===== src/rtl/ecc_scrub_ctrl_pkg.sv =====
// Shared types and helpers for the ECC scrub controller and its SECDED codec partners.
// Holds the FSM encoding, Hamming sizing helpers and the saturating counter step.
package ecc_scrub_ctrl_pkg;

  typedef enum logic [1:0] {
    IDLE,
    HRD_WAIT,
    SRD_WAIT,
    WB
  } state_t;

  // Smallest M with 2^M >= M+K+1, same rule hamming_dec/hamming_enc use.
  function automatic int calc_m(input int k);
    int m;
    m = 1;
    while ((1 << m) < (m + k + 1)) m++;
    return m;
  endfunction

  function automatic int calc_cw_w(input int k);
    return k + calc_m(k) + 1;
  endfunction

  function automatic logic [31:0] sat_inc(input logic [31:0] v, input int w);
    logic [31:0] max_v;
    max_v = (w >= 32) ? '1 : ((32'd1 << w) - 32'd1);
    return (v >= max_v) ? max_v : v + 32'd1;
  endfunction

endpackage


===== src/rtl/ecc_scrub_ctrl_if.sv =====
// Bundles the host, SRAM, codec and status signals of ecc_scrub_ctrl.
// The controller takes the slave side; the surrounding logic takes master.
interface ecc_scrub_ctrl_if #(
  parameter int K      = 4,
  parameter int CW_W   = 8,
  parameter int ADDR_W = 8,
  parameter int CNT_W  = 16
);
  logic              host_req_i;
  logic [ADDR_W-1:0] host_addr_i;
  logic              host_gnt_o;
  logic              rsp_valid_o;
  logic [K-1:0]      rsp_data_o;
  logic              rsp_sb_err_o;
  logic              rsp_db_err_o;
  logic              mem_req_o;
  logic              mem_we_o;
  logic [ADDR_W-1:0] mem_addr_o;
  logic [CW_W-1:0]   mem_wdata_o;
  logic [CW_W-1:0]   mem_rdata_i;
  logic [CW_W-1:0]   dec_cw_o;
  logic [K-1:0]      dec_q_i;
  logic              dec_sb_err_i;
  logic              dec_db_err_i;
  logic [K-1:0]      enc_data_o;
  logic [CW_W-1:0]   enc_cw_i;
  logic [CNT_W-1:0]  sb_cnt_o;
  logic [CNT_W-1:0]  db_cnt_o;
  logic [ADDR_W-1:0] db_addr_o;
  logic              db_irq_o;

  modport slave (
    input  host_req_i, host_addr_i, mem_rdata_i, dec_q_i, dec_sb_err_i, dec_db_err_i, enc_cw_i,
    output host_gnt_o, rsp_valid_o, rsp_data_o, rsp_sb_err_o, rsp_db_err_o,
           mem_req_o, mem_we_o, mem_addr_o, mem_wdata_o, dec_cw_o, enc_data_o,
           sb_cnt_o, db_cnt_o, db_addr_o, db_irq_o
  );

  modport master (
    output host_req_i, host_addr_i, mem_rdata_i, dec_q_i, dec_sb_err_i, dec_db_err_i, enc_cw_i,
    input  host_gnt_o, rsp_valid_o, rsp_data_o, rsp_sb_err_o, rsp_db_err_o,
           mem_req_o, mem_we_o, mem_addr_o, mem_wdata_o, dec_cw_o, enc_data_o,
           sb_cnt_o, db_cnt_o, db_addr_o, db_irq_o
  );
endinterface


===== src/rtl/ecc_scrub_timer.sv =====
// Free-running scrub interval counter; raises a single pending slot per expiry.
// Expiries while a slot is already pending are dropped rather than queued.
module ecc_scrub_timer #(
  parameter int SCRUB_INTERVAL = 1024
) (
  input  logic clk_i,
  input  logic rst_ni,
  input  logic en,
  input  logic take,
  output logic pending
);
  localparam int TW = (SCRUB_INTERVAL > 2) ? $clog2(SCRUB_INTERVAL) : 1;
  localparam logic [TW-1:0] LAST = TW'(SCRUB_INTERVAL - 1);

  logic [TW-1:0] cnt_reg;
  logic          pending_reg;

  always_ff @(posedge clk_i or negedge rst_ni) begin
    if (!rst_ni) begin
      cnt_reg     <= '0;
      pending_reg <= 1'b0;
    end else if (!en) begin
      pending_reg <= 1'b0;
    end else begin
      cnt_reg <= (cnt_reg == LAST) ? '0 : cnt_reg + 1'b1;
      if (take)
        pending_reg <= 1'b0;
      else if (cnt_reg == LAST)
        pending_reg <= 1'b1;
    end
  end

  assign pending = pending_reg;
endmodule


===== src/rtl/ecc_scrub_ctrl.sv =====
// Sequences host reads and background scrubs through an external SECDED codec,
// writing corrected words back and logging uncorrectable ones.
module ecc_scrub_ctrl
  import ecc_scrub_ctrl_pkg::*;
#(
  parameter int K              = 4,
  parameter int M              = calc_m(K),
  parameter int CW_W           = K + M + 1,
  parameter int ADDR_W         = 8,
  parameter int SCRUB_INTERVAL = 1024,
  parameter int CNT_W          = 16
) (
  input  logic            clk_i,
  input  logic            rst_ni,
  input  logic            scrub_en_i,
  input  logic            clr_i,
  ecc_scrub_ctrl_if.slave bus
);
  state_t            state_reg, state_next;
  logic [ADDR_W-1:0] ptr_reg, addr_reg, db_addr_reg;
  logic [K-1:0]      data_reg, rsp_data_reg;
  logic              last_was_host_reg, rsp_valid_reg, rsp_sb_reg, rsp_db_reg, db_irq_reg;
  logic [CNT_W-1:0]  sb_cnt_reg, db_cnt_reg;
  logic              scrub_pending, scrub_take, host_take, rd_phase, sb_ev, db_ev;

  ecc_scrub_timer #(.SCRUB_INTERVAL(SCRUB_INTERVAL)) u_timer (
    .clk_i  (clk_i),
    .rst_ni (rst_ni),
    .en     (scrub_en_i),
    .take   (scrub_take),
    .pending(scrub_pending)
  );

  // A double error masks a simultaneous single-error flag.
  assign rd_phase = (state_reg == HRD_WAIT) || (state_reg == SRD_WAIT);
  assign db_ev    = rd_phase && bus.dec_db_err_i;
  assign sb_ev    = rd_phase && bus.dec_sb_err_i && !bus.dec_db_err_i;

  always_comb begin
    state_next      = state_reg;
    scrub_take      = 1'b0;
    host_take       = 1'b0;
    bus.host_gnt_o  = 1'b0;
    bus.mem_req_o   = 1'b0;
    bus.mem_we_o    = 1'b0;
    bus.mem_addr_o  = '0;
    bus.mem_wdata_o = '0;
    bus.dec_cw_o    = '0;
    bus.enc_data_o  = '0;
    case (state_reg)
      IDLE: begin
        if (rst_ni) begin
          if (scrub_pending && (!bus.host_req_i || last_was_host_reg)) begin
            scrub_take     = 1'b1;
            bus.mem_req_o  = 1'b1;
            bus.mem_addr_o = ptr_reg;
            state_next     = SRD_WAIT;
          end else if (bus.host_req_i) begin
            host_take      = 1'b1;
            bus.host_gnt_o = 1'b1;
            bus.mem_req_o  = 1'b1;
            bus.mem_addr_o = bus.host_addr_i;
            state_next     = HRD_WAIT;
          end
        end
      end
      HRD_WAIT, SRD_WAIT: begin
        bus.dec_cw_o = bus.mem_rdata_i;
        state_next   = sb_ev ? WB : IDLE;
      end
      WB: begin
        bus.enc_data_o  = data_reg;
        bus.mem_req_o   = 1'b1;
        bus.mem_we_o    = 1'b1;
        bus.mem_addr_o  = addr_reg;
        bus.mem_wdata_o = bus.enc_cw_i;
        state_next      = IDLE;
      end
      default: state_next = IDLE;
    endcase
  end

  always_ff @(posedge clk_i or negedge rst_ni) begin
    if (!rst_ni) begin
      state_reg         <= IDLE;
      ptr_reg           <= '0;
      addr_reg          <= '0;
      db_addr_reg       <= '0;
      data_reg          <= '0;
      rsp_data_reg      <= '0;
      last_was_host_reg <= 1'b0;
      rsp_valid_reg     <= 1'b0;
      rsp_sb_reg        <= 1'b0;
      rsp_db_reg        <= 1'b0;
      db_irq_reg        <= 1'b0;
      sb_cnt_reg        <= '0;
      db_cnt_reg        <= '0;
    end else begin
      state_reg <= state_next;
      if (host_take) begin
        addr_reg          <= bus.host_addr_i;
        last_was_host_reg <= 1'b1;
      end
      if (scrub_take) begin
        addr_reg          <= ptr_reg;
        last_was_host_reg <= 1'b0;
      end
      if (sb_ev)
        data_reg <= bus.dec_q_i;
      rsp_valid_reg <= (state_reg == HRD_WAIT);
      rsp_sb_reg    <= (state_reg == HRD_WAIT) && sb_ev;
      rsp_db_reg    <= (state_reg == HRD_WAIT) && db_ev;
      if (state_reg == HRD_WAIT)
        rsp_data_reg <= bus.dec_q_i;
      if (state_reg == SRD_WAIT) begin
        ptr_reg <= ptr_reg + 1'b1;
        if (db_ev) begin
          db_addr_reg <= ptr_reg;
          db_irq_reg  <= 1'b1;
        end
      end
      // Clear overrides any error event landing in the same cycle.
      if (clr_i) begin
        sb_cnt_reg <= '0;
        db_cnt_reg <= '0;
        db_irq_reg <= 1'b0;
      end else begin
        if (sb_ev) sb_cnt_reg <= CNT_W'(sat_inc(32'(sb_cnt_reg), CNT_W));
        if (db_ev) db_cnt_reg <= CNT_W'(sat_inc(32'(db_cnt_reg), CNT_W));
      end
    end
  end

  assign bus.rsp_valid_o  = rsp_valid_reg;
  assign bus.rsp_data_o   = rsp_data_reg;
  assign bus.rsp_sb_err_o = rsp_sb_reg;
  assign bus.rsp_db_err_o = rsp_db_reg;
  assign bus.sb_cnt_o     = sb_cnt_reg;
  assign bus.db_cnt_o     = db_cnt_reg;
  assign bus.db_addr_o    = db_addr_reg;
  assign bus.db_irq_o     = db_irq_reg;
endmodule


===== src/flat_wrapper.sv =====
// flat-port wrapper written by rule: the top's interface ports become plain ports
module ecc_scrub_ctrl_flat import ecc_scrub_ctrl_pkg::*;
#(
  parameter int K              = 4,
  parameter int M              = calc_m(K),
  parameter int CW_W           = K + M + 1,
  parameter int ADDR_W         = 8,
  parameter int SCRUB_INTERVAL = 1024,
  parameter int CNT_W          = 16
)
  (clk_i, rst_ni, scrub_en_i, clr_i, bus_host_req_i, bus_host_addr_i, bus_mem_rdata_i, bus_dec_q_i, bus_dec_sb_err_i, bus_dec_db_err_i, bus_enc_cw_i, bus_host_gnt_o, bus_rsp_valid_o, bus_rsp_data_o, bus_rsp_sb_err_o, bus_rsp_db_err_o, bus_mem_req_o, bus_mem_we_o, bus_mem_addr_o, bus_mem_wdata_o, bus_dec_cw_o, bus_enc_data_o, bus_sb_cnt_o, bus_db_cnt_o, bus_db_addr_o, bus_db_irq_o);
  ecc_scrub_ctrl_if #(.K(K), .CW_W(CW_W), .ADDR_W(ADDR_W), .CNT_W(CNT_W)) bus_i ();
  input  logic clk_i;
  input  logic rst_ni;
  input  logic scrub_en_i;
  input  logic clr_i;
  input wire logic [$bits(bus_i.host_req_i)-1:0] bus_host_req_i;
  input wire logic [$bits(bus_i.host_addr_i)-1:0] bus_host_addr_i;
  input wire logic [$bits(bus_i.mem_rdata_i)-1:0] bus_mem_rdata_i;
  input wire logic [$bits(bus_i.dec_q_i)-1:0] bus_dec_q_i;
  input wire logic [$bits(bus_i.dec_sb_err_i)-1:0] bus_dec_sb_err_i;
  input wire logic [$bits(bus_i.dec_db_err_i)-1:0] bus_dec_db_err_i;
  input wire logic [$bits(bus_i.enc_cw_i)-1:0] bus_enc_cw_i;
  output wire logic [$bits(bus_i.host_gnt_o)-1:0] bus_host_gnt_o;
  output wire logic [$bits(bus_i.rsp_valid_o)-1:0] bus_rsp_valid_o;
  output wire logic [$bits(bus_i.rsp_data_o)-1:0] bus_rsp_data_o;
  output wire logic [$bits(bus_i.rsp_sb_err_o)-1:0] bus_rsp_sb_err_o;
  output wire logic [$bits(bus_i.rsp_db_err_o)-1:0] bus_rsp_db_err_o;
  output wire logic [$bits(bus_i.mem_req_o)-1:0] bus_mem_req_o;
  output wire logic [$bits(bus_i.mem_we_o)-1:0] bus_mem_we_o;
  output wire logic [$bits(bus_i.mem_addr_o)-1:0] bus_mem_addr_o;
  output wire logic [$bits(bus_i.mem_wdata_o)-1:0] bus_mem_wdata_o;
  output wire logic [$bits(bus_i.dec_cw_o)-1:0] bus_dec_cw_o;
  output wire logic [$bits(bus_i.enc_data_o)-1:0] bus_enc_data_o;
  output wire logic [$bits(bus_i.sb_cnt_o)-1:0] bus_sb_cnt_o;
  output wire logic [$bits(bus_i.db_cnt_o)-1:0] bus_db_cnt_o;
  output wire logic [$bits(bus_i.db_addr_o)-1:0] bus_db_addr_o;
  output wire logic [$bits(bus_i.db_irq_o)-1:0] bus_db_irq_o;
  assign bus_i.host_req_i = bus_host_req_i;
  assign bus_i.host_addr_i = bus_host_addr_i;
  assign bus_i.mem_rdata_i = bus_mem_rdata_i;
  assign bus_i.dec_q_i = bus_dec_q_i;
  assign bus_i.dec_sb_err_i = bus_dec_sb_err_i;
  assign bus_i.dec_db_err_i = bus_dec_db_err_i;
  assign bus_i.enc_cw_i = bus_enc_cw_i;
  assign bus_host_gnt_o = bus_i.host_gnt_o;
  assign bus_rsp_valid_o = bus_i.rsp_valid_o;
  assign bus_rsp_data_o = bus_i.rsp_data_o;
  assign bus_rsp_sb_err_o = bus_i.rsp_sb_err_o;
  assign bus_rsp_db_err_o = bus_i.rsp_db_err_o;
  assign bus_mem_req_o = bus_i.mem_req_o;
  assign bus_mem_we_o = bus_i.mem_we_o;
  assign bus_mem_addr_o = bus_i.mem_addr_o;
  assign bus_mem_wdata_o = bus_i.mem_wdata_o;
  assign bus_dec_cw_o = bus_i.dec_cw_o;
  assign bus_enc_data_o = bus_i.enc_data_o;
  assign bus_sb_cnt_o = bus_i.sb_cnt_o;
  assign bus_db_cnt_o = bus_i.db_cnt_o;
  assign bus_db_addr_o = bus_i.db_addr_o;
  assign bus_db_irq_o = bus_i.db_irq_o;
  ecc_scrub_ctrl #(.K(K), .M(M), .CW_W(CW_W), .ADDR_W(ADDR_W), .SCRUB_INTERVAL(SCRUB_INTERVAL), .CNT_W(CNT_W)) u_core (.clk_i(clk_i), .rst_ni(rst_ni), .scrub_en_i(scrub_en_i), .clr_i(clr_i), .bus(bus_i));
endmodule

===== config.mk =====
export PLATFORM = sky130hd
export DESIGN_NAME = ecc_scrub_ctrl_flat
export DESIGN_NICKNAME = d
export VERILOG_FILES = /design/src/rtl/ecc_scrub_ctrl_pkg.sv /design/src/rtl/ecc_scrub_ctrl_if.sv /design/src/rtl/ecc_scrub_timer.sv /design/src/rtl/ecc_scrub_ctrl.sv /design/src/flat_wrapper.sv
export SDC_FILE = /design/constraint.sdc
export NUM_CORES = 1
export LEC_CHECK = 0
export ABC_CLOCK_PERIOD_IN_PS = 4900
export BUFFER_PORTS_ARGS = -buffer_cell sky130_fd_sc_hd__buf_2
export CAP_MARGIN = 20
export CORE_ASPECT_RATIO = 1.4
export CORE_MARGIN = 10
export CORE_UTILIZATION = 57
export DETAILED_ROUTE_END_ITERATION = 12
export PLACE_DENSITY = 0.86
export SLEW_MARGIN = 20
export SYNTH_ARGS = -nofsm -noshare
export SYNTH_HDL_FRONTEND = slang
export SYNTH_SLANG_ARGS = --single-unit
export TNS_END_PERCENT = 100

===== constraint.sdc =====
create_clock -name clk_i -period 4.9 [get_ports clk_i]
set_input_delay 0.98 -clock clk_i [delete_from_list [all_inputs] [get_ports clk_i]]
set_output_delay 0.98 -clock clk_i [all_outputs]
set_load 0.01 [all_outputs]

After elaboration in Yosys (flattened, before gate mapping). Index checks and enable logic that the tools add are counted. W data, S select, Z words.

Register bits after elaboration: 82. Input port bits: 35. Output and inout bits: 79. Word-level logic and storage cells: 87.

Add/subtract/negate cells: 4. Magnitude comparators: 2. Eq/ne operators: 7. Mux-type cells: 40. Reductions and logical operators: 19.

Operators with widths (number): $mux W16 (6); $mux W8 (7); $add A16 B1 Y16 const B (2); $ge A16 B16 Y1 const B (2); $mux W1 (18); $pmux W8 S2 (1); $add A10 B1 Y10 const B (1); $eq A10 B10 Y1 const B (1); $mux W10 (1); $add A8 B1 Y8 const B (1); $mux W2 (4); $reduce_bool A2 Y1 (4); $logic_and A1 B1 Y1 (6); $pmux W2 S3 (1); $reduce_and A2 Y1 (3); $eq A2 B2 Y1 const B (2); $mux W4 (1); $ne A3 B1 Y1 const B (1); $ne A3 B2 Y1 const B (1); $eq A2 B1 Y1 const B (1); $logic_not A1 Y1 (2); $logic_not A2 Y1 (1); $logic_or A1 B1 Y1 (2); $ne A2 B2 Y1 const B (1); 2 further kinds (2).

Depth between registers and ports, before layout.
Depth after elaboration: 8. Mapped depth: 8. Gate-level depth less buffers: 6.

Modules after synthesis. Synthesis repeated with hierarchy kept, for this count alone.

Cells, all modules: 444. Area, all modules: 4261.6 um^2.

Modules (own cells, without submodules): ecc_scrub_ctrl (instances 1, cells each 386, area an instance 3691.0 um^2, seq. area each 1776.7 um^2); ecc_scrub_timer (instances 1, cells each 58, area an instance 570.5 um^2, seq. area each 275.3 um^2).

Worst setup path before layout. OpenSTA, ideal clock, no wires.

Kind: input -> output. Start point: input port bus_host_req_i. End point: output port bus_mem_addr_o[0]. Data arrival time: 1.893 ns. Data required time: 3.920 ns. Path slack: 2.027 ns. Stages on the path: 5. Buffers on the path: 1. Cells stage by stage: nand3_1 -> a21oi_1 -> clkbuf_1 -> a22oi_1 -> a21oi_1.

Word-level cells in the longest chain between the ends: 6. Elaborated cells between the ends (all ways): 7. Classes of those cells: mux: 4; reduce/logical: 3.

RTL lines: start: declaration (RTL line flat_wrapper.sv:17) `input wire logic [$bits(bus_i.host_req_i)-1:0] bus_host_req_i;`; $logic_not A1 Y1 (RTL line ecc_scrub_ctrl.sv:53) `if (scrub_pending && (!bus.host_req_i || last_was_host_reg)) begin`; $logic_or A1 B1 Y1 (RTL line ecc_scrub_ctrl.sv:53); $logic_and A1 B1 Y1 (RTL line ecc_scrub_ctrl.sv:53); $mux W8 * (RTL line ecc_scrub_ctrl.sv:53); $mux W8 * (RTL line ecc_scrub_ctrl.sv:52) `if (rst_ni) begin`; $pmux W8 S2 * (RTL line ecc_scrub_ctrl.sv:50) `case (state_reg)`; end: declaration (RTL line flat_wrapper.sv:31) `output wire logic [$bits(bus_i.mem_addr_o)-1:0] bus_mem_addr_o;`.

Mark *: on every way between the ends. The rest lies on a longest branch, timed or not.

Worst setup path in the final report.
Start point: input port rst_ni. End point: output port bus_mem_addr_o[3].

Word-level cells in the longest chain between the ends: 2.

RTL lines: start: declaration (RTL line flat_wrapper.sv:14) `input logic rst_ni;`; $mux W8 (RTL line ecc_scrub_ctrl.sv:52); $pmux W8 S2 (RTL line ecc_scrub_ctrl.sv:50).

Every way passes these cells.

==> results.py <==
metrics = {
    "run_status": {
        "status": "finished, final reports clean",
    },
    "setup_path": {
        "cp_common_cell": "a21oi_1",
        "critPathKind": "in2out",
        "crit_required_ns": 3.92,
        "crit_chain": "buf_4, nand3_1, a21oi_1, a22oi_1, a21oi_1, buf_2",
        "cpPeakStageDelay_ns": 0.66,
        "crit_path_max_fanout": 18,
        "critPathCaptureType": "output port",
        "start_kind": "input port",
        "cp.arrival_ns": 2.52,
        "crit_slowest_cell": "a21oi_1",
    },
    "logic_synthesis": {
        "synth_area_per_cell_um2": 10.30,
        "synth_edf_count": 0,
        "yosys_register_bits": 82,
        "async_reset_ff_share_pct": 100.0,
        "synth_fp_nets": 448,
        "yosys_warnings": 0,
        "seq_area_frac_synth_pct": 49.20,
        "synth_area_um2": 4170,
        "ys_types": 54,
        "synth-main-ff-cell": "dfrtp_1",
        "syn_inst": 405,
    },
    "sta": {
        "worst_pin_slew_ns": 0.8474,
        "period_share_pct": 71.52,
        "finalSetupViolCount": 0,
        "fin_tns_setup_ns": 0,
        "max_slew_margin_pct": 43.51,
        "slew_violations": 0,
        "finalHoldViolCount": 0,
        "fin_skew_ns": 0.006542,
        "finalWorstPathRequiredPeriod_ns": 3.504,
        "rsz0062_at_grt": "no",
        "fmax_ghz": 0.2854,
    },
    "routing": {
        "drt-pass1-iter-count": 6,
        "first_iter_violations": 188,
        "avgViaCountPerCell": 5.869,
        "vias": 3586,
        "detail-route-antenna-nets": 0,
        "drc": 0,
        "route.detailed.wl_per_inst_um": 16.75,
        "wirelength_mm": 10.23,
    },
    "die": {
        "start_util_pct": 59.35,
        "placementRows": 36,
        "die_h_um": 121.2,
        "core_um2": 7027,
        "die_width_um": 92.29,
        "dieArea_um2": 11190,
        "num_io_pins": 114,
    },
    "layout": {
        "stdcell_count": 611,
        "antenna_cells": 0,
        "drive_above_1_share_pct": 30.62,
        "final_nets": 554,
        "post-route-util_pct": 70.82,
        "fillers": 528,
        "area_growth_pct": 19.32,
        "final_common_cell": "buf_2",
        "layout_common_cells": "buf_2 (112), dfrtp_1 (82), nand2_1 (48), a21oi_1 (26), and2_1 (26)",
    },
    "clock_network": {
        "cts_buffers": 9,
        "ctsHoldBuffers": 0,
        "cts_tree": "yes",
        "clkSinkCount": 82,
        "root_buffer": "clkbuf_8",
        "htreeDepth": 3,
        "cts_max_path_buffers": 2,
        "postCtsSetupBuffers": 0,
        "clk_pin_slew_ns": 0.08,
        "clk_latency_ns": 0.36,
        "cts_resized": 0,
    },
    "min_path": {
        "min_path_type": "in2async",
    },
    "power": {
        "p_leak_nw": 2.528,
        "power_density_nw_per_um2": 400.7,
        "ir_worst_vdd_mv": 0.3583,
    },
    "placement": {
        "dp_hpwl_mm": 7.627,
        "numPortBuffers": 113,
        "gp_congestion": 0.7929,
        "dp_cells": 595,
    },
    "flow_run": {
        "maxCapViolCount": 0,
    },
    "global_route": {
        "grt_overflow_total": 0,
        "antenna_found_initial": 0,
        "grt_max_degree": 70,
        "grt_pass1_wl_mm": 17.17,
        "globalRouteTotalUtil_pct": 18.53,
        "grt_pass1_vias": 3574,
    },
}
[cells in the mapped netlist, types with 9 or more instances]
library cell  count  share of area (%)
and2_1           26                3.9
a21oi_1          26                3.1
xnor2_1          10                2.1
nor2_1           19                1.7
nand3_1          16                1.9
clkbuf_1         10               0.90
nand2_1          48                4.3
a211oi_1         14                2.5
mux2_2           13                3.5
a31oi_1           9                1.4
and3_1           18                2.7
dfrtp_1          82                 49
[cell type report]
cell class	instances	area [um^2]	share of cell area (%)
clock buffer	11	131.4	2.640
clock inverter	5	102.6	2.062
inverter	7	26.28	0.5280
multi-input combinational	297	1969	39.58
sequential	82	2052	41.24
tap	95	118.9	2.389
timing repair buffer	114	575.6	11.57
[per-stage QoR]
stage          instance area, um^2  power [mW]  setup slack (ns)  hold slack (ns)
2_1_floorplan                 4170       1.241             2.027           0.4380
3_5_place_dp                  4742       1.428             1.433           0.4545
5_1_grt                       4976       2.108             1.285           0.4612
6_report                      4976       1.994             1.396           0.4642
4_1_cts                       4976       2.004             1.427           0.4539
3_3_place_gp                  4742       1.403             1.523           0.4508
[final timing paths]
check | startpoint | end | slack, ns | cells after the start
max in group asynchronous | rst_ni | u_core.bus.sb_cnt_o[9] | 3.34 | 2
min reg2reg | u_core.data_reg[2] | u_core.data_reg[2] | 0.47 | 2
max reg2reg | u_core.state_reg[0] | u_core.bus.sb_cnt_o[9] | 2.27 | 6
max | rst_ni | bus_mem_addr_o[3] | 1.40 | 6
min | rst_ni | u_core.addr_reg[3] | 0.46 | 1
min in group clk_i | u_core.data_reg[2] | u_core.data_reg[2] | 0.47 | 2
[routing by layer]
metal,vias up,wire [um],GRT usage [%],part of all wire [%]
met4,0,189,7.544,1.8
met5,-,0,0,0
met1,1727,4096,21.48,40
li1,1682,-,-,-
met2,158,5100,31.06,50
met3,19,847,5.759,8.3
[kinds of logic (layout without fill, tap and decap cells)]
kind of cell | Yosys count | in the layout | synth area share, %
compound gates | 92 | 92 | 15.36
xor+xnor | 14 | 14 | 2.940
fa+ha+maj | 8 | 8 | 2.400
buf+inv | 26 | 137 | 3.571
flops | 82 | 82 | 49.20
mux | 15 | 15 | 3.990
simple gates | 168 | 168 | 22.53
[critical path, delay by kind of cell]
kind | cells | cell delay, ns
AO/OA/AOI/OAI | 3 | 1.07
buffers and inverters | 2 | 0.37
AND/OR/NAND/NOR | 1 | 0.09
[report_power, final]
part           internal, mW  switching, mW
Sequential            0.805          0.113
Combinational         0.205          0.293
Clock                 0.338          0.240
Total                  1.35          0.646
Power figures use the tool's default switching activity.
